$ cat config.mk
export PLATFORM = sky130hd
export DESIGN_NAME = instruction_fetch_32
export DESIGN_NICKNAME = d
export VERILOG_FILES = /design/src/rtl/instruction_fetch_32.sv
export SDC_FILE = /design/constraint.sdc
export NUM_CORES = 1
export LEC_CHECK = 0
export ABC_AREA = 1
export ABC_CLOCK_PERIOD_IN_PS = 2800
export CORE_MARGIN = 4
export CORE_UTILIZATION = 40
export CTS_CLUSTER_SIZE = 40
export DETAILED_ROUTE_END_ITERATION = 16
export GPL_TIMING_DRIVEN = 0
export PLACE_DENSITY_LB_ADDON = 0.25
export REMOVE_ABC_BUFFERS = 1
export SKIP_CTS_REPAIR_TIMING = 1
export SLEW_MARGIN = 25
export SYNTH_ARGS = -nofsm -noshare
export SYNTH_HDL_FRONTEND = slang
export SYNTH_SLANG_ARGS = --single-unit
$ cat constraint.sdc
create_clock -name clock -period 2.8 [get_ports clock]
set_input_delay 0.42 -clock clock [delete_from_list [all_inputs] [get_ports clock]]
set_output_delay 0.42 -clock clock [all_outputs]
set_load 0.005 [all_outputs]
$ cat src/rtl/instruction_fetch_32.sv
// Instruction fetch unit for mips_cpu.
// Owns the program counter and fetches one word at a time from an instruction
// memory whose response latency varies. Each word is offered to the CPU under a
// valid/accept handshake, and the next PC is chosen from the redirect inputs
// present on the accept cycle. Both error flags are sticky. The unit parks in
// HALT after any error until reset.
module instruction_fetch_32 #(
  parameter logic [31:0] RESET_PC = 32'h0000_0000
) (
  input  logic        clock,
  input  logic        reset,
  input  logic        enable,
  output logic [31:0] imem_addr,
  output logic        imem_read_enabled,
  input  logic [31:0] imem_data,
  input  logic        imem_ready,
  input  logic        imem_err,
  output logic [31:0] instruction,
  output logic        instr_valid,
  input  logic        instr_accept,
  input  logic        branch_taken,
  input  logic [15:0] branch_offset,
  input  logic        jump,
  input  logic [25:0] jump_target,
  input  logic        jump_reg,
  input  logic [31:0] jump_reg_addr,
  output logic [31:0] pc,
  output logic [31:0] pc_plus4,
  output logic        err_misaligned,
  output logic        err_fetch
);

  typedef enum logic [2:0] {
    ST_IDLE,
    ST_REQ,
    ST_WAIT,
    ST_HOLD,
    ST_HALT
  } state_t;

  state_t      state_q;
  state_t      state_d;
  logic [31:0] pc_q;
  logic [31:0] pc_d;
  logic [31:0] instr_q;
  logic [31:0] instr_d;
  logic        mis_q;
  logic        mis_d;
  logic        ferr_q;
  logic        ferr_d;

  logic [31:0] next_pc;
  logic        next_misaligned;

  // The branch offset counts words. Sign-extend it, then scale it to bytes
  // before adding. The add wraps modulo 2^32.
  function automatic logic [31:0] branch_addr(input logic [31:0]        base,
                                              input logic signed [15:0] off);
    logic signed [31:0] disp;
    disp = {{14{off[15]}}, off, 2'b00};
    return base + $unsigned(disp);
  endfunction

  // A j/jal target keeps the 256 MB region of the delay-slot address.
  function automatic logic [31:0] jump_addr(input logic [3:0]  region,
                                            input logic [25:0] tgt);
    return {region, tgt, 2'b00};
  endfunction

  // A register target must be word aligned.
  function automatic logic is_misaligned(input logic [31:0] addr);
    return addr[1:0] != 2'b00;
  endfunction

  assign pc_plus4          = pc_q + 32'd4;
  assign pc                = pc_q;
  assign imem_addr         = pc_q;
  assign instruction       = instr_q;
  assign err_misaligned    = mis_q;
  assign err_fetch         = ferr_q;
  assign imem_read_enabled = (state_q == ST_REQ) || (state_q == ST_WAIT);
  assign instr_valid       = (state_q == ST_HOLD);

  // Select the next PC from the redirect inputs, highest priority first.
  // The result is used only on the accept cycle.
  always_comb begin
    next_pc         = pc_plus4;
    next_misaligned = 1'b0;
    if (jump_reg) begin
      if (is_misaligned(jump_reg_addr)) begin
        next_misaligned = 1'b1;
        next_pc         = pc_q;
      end else begin
        next_pc = jump_reg_addr;
      end
    end else if (jump) begin
      next_pc = jump_addr(pc_plus4[31:28], jump_target);
    end else if (branch_taken) begin
      next_pc = branch_addr(pc_plus4, branch_offset);
    end
  end

  // Next-state and datapath-load logic for the fetch sequencer.
  always_comb begin
    state_d = state_q;
    pc_d    = pc_q;
    instr_d = instr_q;
    mis_d   = mis_q;
    ferr_d  = ferr_q;
    case (state_q)
      ST_IDLE: begin
        if (enable) begin
          state_d = ST_REQ;
        end
      end
      ST_REQ, ST_WAIT: begin
        // A request in flight always completes, even if enable has dropped.
        if (imem_ready) begin
          if (imem_err) begin
            ferr_d  = 1'b1;
            state_d = ST_HALT;
          end else begin
            instr_d = imem_data;
            state_d = ST_HOLD;
          end
        end else begin
          state_d = ST_WAIT;
        end
      end
      ST_HOLD: begin
        if (instr_accept) begin
          if (next_misaligned) begin
            mis_d   = 1'b1;
            state_d = ST_HALT;
          end else begin
            pc_d    = next_pc;
            state_d = enable ? ST_REQ : ST_IDLE;
          end
        end
      end
      ST_HALT: begin
        state_d = ST_HALT;
      end
      default: begin
        state_d = ST_HALT;
      end
    endcase
  end

  // State, PC, fetched word and sticky error flags.
  // All of them clear asynchronously on reset.
  always_ff @(posedge clock or posedge reset) begin
    if (reset) begin
      state_q <= ST_IDLE;
      pc_q    <= RESET_PC;
      instr_q <= 32'h0000_0000;
      mis_q   <= 1'b0;
      ferr_q  <= 1'b0;
    end else begin
      state_q <= state_d;
      pc_q    <= pc_d;
      instr_q <= instr_d;
      mis_q   <= mis_d;
      ferr_q  <= ferr_d;
    end
  end

endmodule

==> summary.txt <==
Worst setup path
  • Kind of start point of the critical path: register
  • Reg2Reg Capture Point: imem_addr[29]
  • Critical path data arrival time: 3.15 ns
  • Worst setup path category: register to register
  • Ordered list of cells on the worst path: nand2_1 > nor2_2 > nand2_1 > nor2_1 > nand3_1 > nand2_1 > inv_1 > ha_2 > nand2_2 > inv_1 > nand2_2 > nor3_4 > inv_1 > nor2_1 > nand2_1 > nand2_1 > nand2_1 > nand3_2 > nand2_1 > nand2_1 > nand2_1
  • Largest incremental delay on the critical path: 0.45 ns
  • Kind of capture point of the worst setup path: register
  • Required time worst endpoint: 3.02 ns
  • Launch instance of the worst register-to-register path: imem_addr[10]
  • Most frequent cell on the critical path: nand2_1
  • R2R cell count: 21
  • Maximum fanout count along the critical path: 6
  • Standard cell with the maximum stage delay on the critical path: dfrtp_2
  • Slack of the worst reg-to-reg path: -0.13 ns

Finish
  • Antenna diode count: 0
  • Net count reported at finish: 1537
  • Final std cells w/o fill: 1609
  • Utilization of the core after routing: 66.3%
  • Share of final-layout standard cells stronger than drive strength 1: 22.8%
  • Leading cell type in the layout, fill and taps excluded: nand2_1
  • Commonest cells after routing, fill and taps aside: 385 x nand2_1, 242 x clkdlybuf4s50_1, 115 x inv_1
  • Area growth, synth to finish: 63.5%

Placed design
  • Number of placed instances, taps included: 1527
  • Setup WS pre-CTS: -0.755 ns
  • DP Wirelength: 19.6 mm
  • Port bufs: 246
  • Gpl congestion: 0.982

Global route
  • Via count of the first global-routing pass: 7302
  • Number of antenna violations at the first check in global routing: 0
  • First-pass GRT wire length: 37.4 mm
  • Sum of overflow across all layers after global routing: 0
  • Largest net degree at the start of global routing: 48
  • GRT Resource Usage Total: 25.4%

Run
  • Max Cap Violations: 0

Die
  • Initial Util: 40.5%
  • Die area: 0.0189 mm2
  • Area of the core: 0.0165 mm2
  • Top Ports: 247
  • Chip height: 137 um
  • Die outline width: 137 um
  • Number of placement rows: 47

Detailed routing
  • Post-detailed-routing wire length: 27.0 mm
  • Per-cell routed wire length: 16.8 um
  • Via count: 8301
  • Antenna violation net count after detailed routing: 0
  • Drt first-iter violations: 683
  • First drt pass iteration count: 5
  • Number of remaining DRC errors: 0
  • Vias per Instance: 5.16

Timing
  • Final worst path period need: 2.93 ns
  • Clk_skew: 0.00547 ns
  • Final setup violation count: 15
  • Worst-Margin Slew: 1.43 ns
  • Tightest slew margin relative to the limit: 4.31%
  • Final worst slack: -0.131 ns
  • Share of the cycle needed by the critical path after routing: 105%
  • Number of pins with negative max-slew slack in the final report: 0
  • Setup repair after global routing missed its margin: true
  • Max Clk Rate: 341 MHz
  • Final Hold Fails: 0

Logic synthesis
  • Flip-flop and latch count after synthesis: 69
  • Post-synth EDFFs: 0
  • YS warnings: 0
  • Library cells used by synthesis: 43
  • Synthesized area per cell: 5.99 um2
  • Primary flip-flop cell chosen by synthesis mapping: dfrtp_1
  • Share of flip-flops with an asynchronous set or reset after synthesis: 100%
  • Cell accounting for the most synthesized area: dfrtp_1
  • Largest cells by area after synthesis: dfrtp_1 26%, nand2_1 24%, inv_1 7.5%
  • Synthesized instance count: 1118
  • Sequential area share after synthesis: 25.8%
  • Area share of the leading cell type in the synthesized netlist: 25.8%
  • Area of the mapped netlist: 0.00670 mm2

Power and ir drop
  • Power per Cell Area: 266 mW/mm2
  • Highest ir drop seen on vdd: 358 uV
  • PnR Total Power: 2.92 mW
  • Leakage power: 5.41 nW

CTS
  • CTS Sinks: 69
  • Total clock buffers created by CTS: 9
  • H-tree levels: 3
  • Clock latency of the later-clocked register in the worst-skew pair: 0.33 ns
  • Maximum clock path buffer count: 2
  • Root buf cell: clkbuf_16
  • TritonCTS clock tree: built
  • CTS clock-pin slew for the worst setup and hold paths: 0.06 ns

Worst hold path
  • Kind of path behind the tightest hold check: input pin to asynchronous set/reset pin

Outcome
  • Violated checks: negative setup slack
  • Outcome: complete, but fails checks
[worst max-delay path: cells and delay by family (launching register included)]
kind,cells,cell delay [ns]
flip-flops,1,0.45
adder cells (fa/ha/maj),1,0.40
AND/OR/NAND/NOR,17,1.73
buffers and inverters,3,0.23
[cell type report]
cell class	count	area, um2
clock inverters	6	136
flip-flops and latches	69	1760
well taps	220	275
multi-input cells	854	5060
clock buffers	9	225
inverters	137	517
repair buffers	314	2980
fillers	1391	5570
[worst max-delay path by stage]
stage	from	end	slack [ns]	cells after the start
after global routing	imem_addr[10]	imem_addr[29]	-0.26	20
final	imem_addr[10]	imem_addr[29]	-0.13	21
after floorplan	imem_addr[2]	imem_addr[17]	-0.05	19
after CTS	imem_addr[2]	imem_addr[29]	-0.78	17
after global placement	jump	imem_addr[8]	-2.06	8
after detailed placement	imem_addr[2]	imem_addr[29]	-0.76	17
[cells in the mapped netlist (3+ instances only)]
master,instances
buf_2,5
nor2_4,4
dfrtp_1,69
o211ai_1,7
a21oi_1,59
nand4_1,13
a21o_1,5
o21ai_1,3
xor2_1,9
or2_2,7
clkbuf_1,15
nand2_1,432
nor3_1,12
xnor2_1,3
o21bai_1,6
nand3_1,68
o221ai_1,4
nor2_2,6
ha_1,36
inv_1,134
buf_4,34
nor2_1,120
and2_1,5
o21ai_0,34
nand2_2,6
[cells by family (layout without fill, tap and decap cells)]
group	after synthesis	count (layout)	synth area share [%]
simple gates	678	678	41.6
flops	69	69	25.8
compound gates	127	127	10.8
xor+xnor	12	12	1.57
buf+inv	195	466	13.2
fa+ha+maj	37	37	7.02
[routing by layer]
metal | GRT usage (%) | share of wire [%]
met3 | 7.01 | 9.7
met4 | 9.20 | 3.7
met1 | 31.8 | 39
met5 | 0 | 0
met2 | 41.9 | 48
[per-stage QoR]
stage / setup TNS [ns] / instance area, um2 / hold WS [ns]
floorplan: -0.143 / 6330 / 0.465
global placement: -125.03 / 9060 / 0.453
global route: -3.87 / 11000 / 0.489
CTS: -15.76 / 9460 / 0.472
finish: -0.986 / 11000 / 0.466
detailed placement: -12.18 / 9090 / 0.458
[sequential cells by signal, summed over array words and instances, names as in the netlist]
name / flops
instruction: 32
imem_addr: 32
state_q: 3
err_fetch: 1
err_misaligned: 1
[where the power goes]
group          total, mW  internal [mW]  switching, mW
combinational      0.517          0.249          0.268
clock               1.40          0.957          0.445
sequential         0.998          0.998       0.000512
No activity file was read; power rests on OpenSTA's default activity.
